===== src/rtl/led_pwm_fader.sv =====
// led_pwm_fader: eight-channel LED fader. A target on/off pattern is accepted
// through a valid/ready handshake, then each channel's 8-bit level ramps by
// STEP per ramp tick toward 0 or 255. Each LED is driven by a registered PWM
// comparison of its duty against a free-running 8-bit counter.
// Optional feature: define LED_GAMMA_EN to map level to duty as
// (level*level)>>8. When it is undefined the mapping is linear (duty = level).
module led_pwm_fader #(
  parameter int unsigned RAMP_DIV = 46875,
  parameter int unsigned STEP     = 1
) (
  input  logic       clk,
  input  logic       rst_n,
  input  logic [7:0] pat_in,
  input  logic       pat_valid,
  output logic       pat_ready,
  output logic       busy,
  output logic       LED0,
  output logic       LED1,
  output logic       LED2,
  output logic       LED3,
  output logic       LED4,
  output logic       LED5,
  output logic       LED6,
  output logic       LED7
);

  typedef enum logic {
    IDLE = 1'b0,
    RAMP = 1'b1
  } state_t;

  localparam logic [23:0] PRESC_LAST = 24'(RAMP_DIV - 1);
  localparam logic [8:0]  STEP_W     = 9'(STEP);

  state_t      state;
  state_t      state_next;
  logic [7:0]  target;
  logic [7:0]  level      [8];
  logic [7:0]  level_next [8];
  logic [7:0]  duty       [8];
  logic [7:0]  pwm_cnt;
  logic [23:0] presc;
  logic [7:0]  led;
  logic        tick;
  logic        accept;
  logic        settled;

  assign tick      = (presc == PRESC_LAST);
  // Gated by rst_n so both flags read 0 for the whole time reset is held,
  // including the cycle before the synchronous reset edge.
  assign pat_ready = (state == IDLE) && rst_n;
  assign busy      = (state == RAMP) && rst_n;
  assign accept    = pat_valid && pat_ready;

  assign {LED7, LED6, LED5, LED4, LED3, LED2, LED1, LED0} = led;

  // Free-running PWM counter and ramp prescaler, active in every state.
  always_ff @(posedge clk) begin
    if (!rst_n) begin
      pwm_cnt <= '0;
      presc   <= '0;
    end else begin
      pwm_cnt <= pwm_cnt + 8'd1;
      presc   <= tick ? '0 : presc + 24'd1;
    end
  end

  // All channels settled when every level sits at its target rail.
  always_comb begin
    settled = 1'b1;
    for (int unsigned i = 0; i < 8; i++) begin
      if (level[i] != {8{target[i]}}) begin
        settled = 1'b0;
      end
    end
  end

  // Saturating step of each level toward its target on a ramp tick.
  always_comb begin
    logic [8:0] sum;
    sum = '0;
    for (int unsigned i = 0; i < 8; i++) begin
      level_next[i] = level[i];
      if (state == RAMP && tick) begin
        if (target[i]) begin
          sum           = {1'b0, level[i]} + STEP_W;
          level_next[i] = sum[8] ? 8'hFF : sum[7:0];
        end else if ({1'b0, level[i]} < STEP_W) begin
          level_next[i] = '0;
        end else begin
          level_next[i] = level[i] - STEP_W[7:0];
        end
      end
    end
  end

  // State register.
  always_ff @(posedge clk) begin
    if (!rst_n) begin
      state <= IDLE;
    end else begin
      state <= state_next;
    end
  end

  // Next-state logic: accept moves to RAMP, settled levels return to IDLE.
  always_comb begin
    state_next = state;
    unique case (state)
      IDLE: if (accept)  state_next = RAMP;
      RAMP: if (settled) state_next = IDLE;
      default: state_next = IDLE;
    endcase
  end

  // Target capture on handshake and level update.
  always_ff @(posedge clk) begin
    if (!rst_n) begin
      target <= '0;
      for (int unsigned i = 0; i < 8; i++) begin
        level[i] <= '0;
      end
    end else begin
      if (accept) begin
        target <= pat_in;
      end
      for (int unsigned i = 0; i < 8; i++) begin
        level[i] <= level_next[i];
      end
    end
  end

  // Level-to-duty mapping.
  always_comb begin
    for (int unsigned i = 0; i < 8; i++) begin
`ifdef LED_GAMMA_EN
      duty[i] = 8'((16'(level[i]) * 16'(level[i])) >> 8);
`else
      duty[i] = level[i];
`endif
    end
  end

  // Registered PWM compare; one clock of latency from the counter.
  always_ff @(posedge clk) begin
    if (!rst_n) begin
      led <= '0;
    end else begin
      for (int unsigned i = 0; i < 8; i++) begin
        led[i] <= (duty[i] > pwm_cnt);
      end
    end
  end

endmodule


===== config.mk =====
export PLATFORM = sky130hd
export DESIGN_NAME = led_pwm_fader
export DESIGN_NICKNAME = d
export VERILOG_FILES = /design/src/rtl/led_pwm_fader.sv
export SDC_FILE = /design/constraint.sdc
export NUM_CORES = 1
export LEC_CHECK = 0
export BUFFER_PORTS_ARGS = -buffer_cell sky130_fd_sc_hd__buf_2
export CAP_MARGIN = 40
export CORE_MARGIN = 4
export CORE_UTILIZATION = 40
export DETAILED_ROUTE_END_ITERATION = 16
export HOLD_SLACK_MARGIN = 0.15
export PLACE_DENSITY = 0.52
export SLEW_MARGIN = 20
export SYNTH_ARGS = -nofsm -noshare
export SYNTH_HDL_FRONTEND = slang
export SYNTH_SLANG_ARGS = --single-unit

===== constraint.sdc =====
create_clock -name clk -period 2.5 [get_ports clk]
set_clock_uncertainty 0.15 [all_clocks]
set_input_delay 0.125 -clock clk [delete_from_list [all_inputs] [get_ports clk]]
set_output_delay 0.125 -clock clk [all_outputs]
set_load 0.01 [all_outputs]

## Yosys cells after proc, flatten, opt, wreduce, memory -nomap -nowiden

Memories as Yosys holds them, arrays and structs flattened.
Cells that the tools add are included.

| word-level totals | value |
|---|---|
| register bits | 49 |
| latch bits | 0 |
| bits in writable memories | 64 |
| ROM bits | 0 |
| logic and storage cells | 117 |
| memories kept | 1 |

| operators by class | value |
|---|---|
| $add $sub $neg | 18 |
| $mul | 0 |
| divide/modulo/power cells | 0 |
| order comparisons | 16 |
| equality and inequality tests | 9 |
| shifts and indexed selects | 0 |
| mux-type cells | 53 |
| bitwise operators | 10 |
| reduce and logical (&&, ||, !) cells | 5 |

Memories:

| memory | depth | bits a word | read ports | clocked after Yosys merged registers in | write ports | line | source |
|---|---|---|---|---|---|---|---|
| level | 8 | 8 | 8 | 0 | 8 | 38 | `logic [7:0] level [8];` |

Operators with widths:

| operator | count |
|---|---|
| $mux W8 | 40 |
| $add A8 B1 Y9 const B | 8 |
| $gt A8 B8 Y1 | 8 |
| $lt A8 B1 Y1 const B | 8 |
| $ne A8 B8 Y1 | 8 |
| $sub A8 B1 Y8 const B | 8 |
| $add A24 B1 Y24 const B | 1 |
| $eq A24 B16 Y1 const B | 1 |
| $mux W1 | 12 |
| $add A8 B1 Y8 const B | 1 |
| $or A1 B1 Y1 | 8 |
| $logic_and A1 B1 Y1 | 4 |
| $not A1 Y1 | 2 |
| $pmux W1 S2 | 1 |
| $reduce_or A2 Y1 | 1 |

## Longest topological paths before layout

| logic depth | value |
|---|---|
| depth in word-level cells | 11 |
| gate-level depth with buffers | 8 |
| gate-level depth less buffers | 7 |

## Least setup slack after synthesis

OpenSTA, ideal clock, no wires.

| path | value |
|---|---|
| path type | reg-to-reg |
| start | reg presc[0] |
| end | mem level[2][4] (netlist: level[0][20]) |
| setup time | 0.091 ns |
| data arrival time | 1.827 ns |
| required time | 2.259 ns |
| path slack | 0.432 ns |
| stages on the path, launching flop included | 9 |
| path buffers | 1 |
| path through | dfxtp_1 inv_1 ha_1 nor4b_2 nand4_1 nor4_4 buf_4 a21oi_1 a311oi_1 |

RTL lines:

| item | line | source |
|---|---|---|
| from (decl) | 42 | `logic [23:0] presc;` |
| from (signal assigned) | 64 | `presc <= tick ? '0 : presc + 24'd1;` |
| to (decl) | 38 |  |

==> metrics.txt <==
run status=finished clean; share of post-route cells with drive strength above 1=0.105; dominant register cell in the synthesized netlist=sky130_fd_sc_hd__dfxtp_1; Cell Area, Synth=between 8000 and 9000 sq um; area added between synthesis and finish=16.3%; total power=4.94 mW; row count=53; kind of start point of the critical path=flip-flop; area fraction of the dominant cell type after synthesis=0.266; count of flip-flops with a built-in enable after synthesis=0; maximum number of pins on one net before global-route repair=37; net switching power=1.12 mW; clk buf depth=2; number of distinct library cells after synthesis=65; TritonCTS clock tree=yes; critical path cell sequence=inv_1 > ha_1 > nor4b_2 > nand4_1 > nor4_4 > buf_12 > buf_4 > and2_1 > a31oi_1; post-detailed-route via-to-cell ratio=between 5 and 6; fraction of power consumed by combinational cells=0.077; crit path DAT=2.49 ns; leak pwr=between 3 and 4 nW; Post-synth ARST share=0; Required @ worst endpoint=between 2 and 3 ns; clock tree sinks=between 100 and 150; final setup violation count=0; RD Place Congestion=approximately 0.84; FF+latch count, synth=roughly 110; top cells by area, synth=sky130_fd_sc_hd__dfxtp_1 27%, sky130_fd_sc_hd__ha_1 12%, sky130_fd_sc_hd__a21oi_1 4.7%; number of post-CTS setup repair buffers=0; final worst path period share=0.934; number of warnings reported in the yosys synthesis log=0; most frequent cell after synthesis=sky130_fd_sc_hd__dfxtp_1; unrepaired setup endpoints after global routing=yes; input/output buffers=20; Clock power frac=0.544; number of top-level pins=21; Num CTS Buffers=17; highest achievable clock rate=0.428 GHz; Iter 0 DRT Violations=around 540; DRC violations left=0; post-CTS clock slew at the launch and capture registers of the worst setup and hold paths=0.05 ns; power per standard cell area=around 500 nW/um^2; number of global-route vias before repair=approximately 7500; total via count in the routed design=around 8000; Max VDD drop=roughly 0.47 mV; total routing usage reported by global routing=0.199; worst-margin pin slew=around 0.67 ns; average routed wire per standard cell=approximately 17 um; count of final hold-check violations=0; Seq/Total Area, Yosys=0.266; biggest area consumer among synthesized cells=sky130_fd_sc_hd__dfxtp_1; number of antenna violations at the first check in global routing=0; part of the power in registers=0.379; number of iterations in the first detailed-routing pass=7; detailed placer's ending HPWL=16.5 mm; total detailed-routing wirelength=approximately 24 mm; Internal Dissipation=roughly 3.8 mW; # Max-Cap Violations=0; worst min-delay path class=reg -> reg; Mapped Nets=1179; start-to-end type of the worst setup path=reg -> reg; type of destination of the critical path=flip-flop; fillers=between 2000 and 2500; Diodes inserted=0; clock period minus worst slack=roughly 2.3 ns; area of the core=21000 sq um; first-pass GRT wire length=roughly 39 mm; average size of a mapped cell=approximately 7.8 sq um; Overflow after GRT=0; clock latency on the worst-skew pair=about 0.42 ns; maximum single-stage delay on the critical path=around 0.37 ns; Total Neg Setup Slack=0 ns; number of standard cells after synthesis=roughly 1100; most numerous cell types in the synthesized netlist=113 x sky130_fd_sc_hd__dfxtp_1, 91 x sky130_fd_sc_hd__nor2_1, 83 x sky130_fd_sc_hd__ha_1, 80 x sky130_fd_sc_hd__a21oi_1, 76 x sky130_fd_sc_hd__o21ai_0; critical path fanouts, max=36; fin. max-slew vios=0; master of the slowest instance on the critical path=sky130_fd_sc_hd__nor4_4; initial cell density of the core=0.405; post-route antenna net violation count=0; die width=approximately 150 um; root buffer cell=sky130_fd_sc_hd__clkbuf_16; net switching fraction of the power=0.228; final-stage net count=about 1200; tightest slew margin relative to the limit=0.551; die span in y=154 um; Clock H-tree levels=4; DIE AREA=approximately 24000 sq um
-- worst max-delay path: cells and delay by family, from the launching register on --
family / cells / cell delay [ns]
flops: 1 / 0.33
simple gates: 4 / 0.99
fa+ha+maj: 1 / 0.16
buf+inv: 3 / 0.49
compound gates: 1 / 0.07
-- state kept, by name (all words and copies together) (netlist names) --
name	flops
pwm_cnt	8
presc	24
level	64
led	8
target	8
state	1
-- what timing repair did --
| item | 4_1_cts | 5_1_grt |
|---|---|---|
| hold buffers | 22 | 0 |
| resized for setup | 0 | 5 |
| endpoints found under the hold margin | 55 | 0 |
| endpoints found under the setup margin | 0 | 16 |
-- final timing paths --
check	cells past startpoint	slack, ns	start	to
min	1	0.31	presc[0]	presc[0]
max	9	0.16	presc[0]	level[1][10]
min reg2reg	1	0.31	presc[0]	presc[0]
max reg2reg	9	0.16	presc[0]	level[1][10]
-- kinds of logic (layout without fill, tap and decap cells) --
logic type                 count (synthesis)  in the layout  synth area share
and+or+nand+nor                          394            394             0.249
AOI/OAI and AO/OA                        325            325             0.248
DFF                                      113            113             0.266
buffers and inverters                    112            152            0.0502
adders and majority gates                 83             83             0.122
xor gates and xnor gates                  35             35            0.0361
muxes                                     23             23            0.0281
-- through the flow --
| step | hold WS, ns | util | worst slack (ns) | std cells | instance area [sq um] |
|---|---|---|---|---|---|
| 2_1_floorplan | 0.114 | - | 0.432 | 1085 | 8490 |
| 3_3_place_gp | 0.216 | 0.429 | 0.145 | 1346 | 8990 |
| 3_5_place_dp | 0.227 | 0.429 | 0.0729 | 1346 | 8990 |
| 4_1_cts | 0.310 | 0.470 | 0.0631 | 1400 | 9860 |
| 5_1_grt | 0.337 | 0.471 | -0.00994 | 1400 | 9870 |
| 6_report | 0.309 | 0.471 | 0.165 | 1400 | 9870 |
-- area by class of cell --
type                       count  area [sq um]  area share
inverter                      36           135      0.0137
sequential                   113          2260       0.229
multi-input combinational    860          5820       0.590
clock buffer                  23           498      0.0504
tap                          275           344      0.0348
clock inverter                 9           151      0.0153
timing repair buffer          84           661      0.0669
-- layout by cell type (no fill, tap or decap), types with 17 or more instances in the layout --
| cell | synthesis | layout |
|---|---|---|
| sky130_fd_sc_hd__a31oi_1 | 23 | 23 |
| sky130_fd_sc_hd__a21o_1 | 20 | 20 |
| sky130_fd_sc_hd__nor4_1 | 18 | 18 |
| sky130_fd_sc_hd__nand2_1 | 70 | 70 |
| sky130_fd_sc_hd__clkbuf_16 | 0 | 17 |
| sky130_fd_sc_hd__buf_4 | 1 | 40 |
| sky130_fd_sc_hd__nand4_1 | 23 | 23 |
| sky130_fd_sc_hd__xnor2_1 | 19 | 19 |
| sky130_fd_sc_hd__nor2_1 | 91 | 91 |
| sky130_fd_sc_hd__dfxtp_1 | 113 | 113 |
| sky130_fd_sc_hd__and4_1 | 26 | 26 |
| sky130_fd_sc_hd__dlygate4sd3_1 | 0 | 22 |
| sky130_fd_sc_hd__o21ai_0 | 76 | 76 |
| sky130_fd_sc_hd__a21oi_1 | 80 | 80 |
| sky130_fd_sc_hd__nand3_1 | 31 | 31 |
| sky130_fd_sc_hd__and3_1 | 20 | 20 |
| sky130_fd_sc_hd__o21a_1 | 25 | 25 |
| sky130_fd_sc_hd__inv_1 | 36 | 35 |
| sky130_fd_sc_hd__ha_1 | 83 | 83 |
| sky130_fd_sc_hd__buf_2 | 2 | 20 |
| sky130_fd_sc_hd__nor3_1 | 39 | 39 |
-- metal layers --
metal  GRT usage  part of all wire  vias to the layer above
met5           0                 0                        -
met4      0.0597             0.016                        0
met3      0.0352             0.028                       34
met2       0.327              0.46                      128
met1       0.269              0.50                     3769
li1            -                 -                     4119
-- power by group through the flow --
stage | clock (mW) | combinational, mW | sequential, mW
6_report | 2.68 | 0.381 | 1.87
2_1_floorplan | 0 | 0.240 | 1.90
5_1_grt | 2.81 | 0.427 | 1.88
3_5_place_dp | 0 | 0.349 | 1.91
4_1_cts | 2.73 | 0.383 | 1.87
3_3_place_gp | 0 | 0.350 | 1.91
Note: power is estimated with default switching activity, not from simulation.
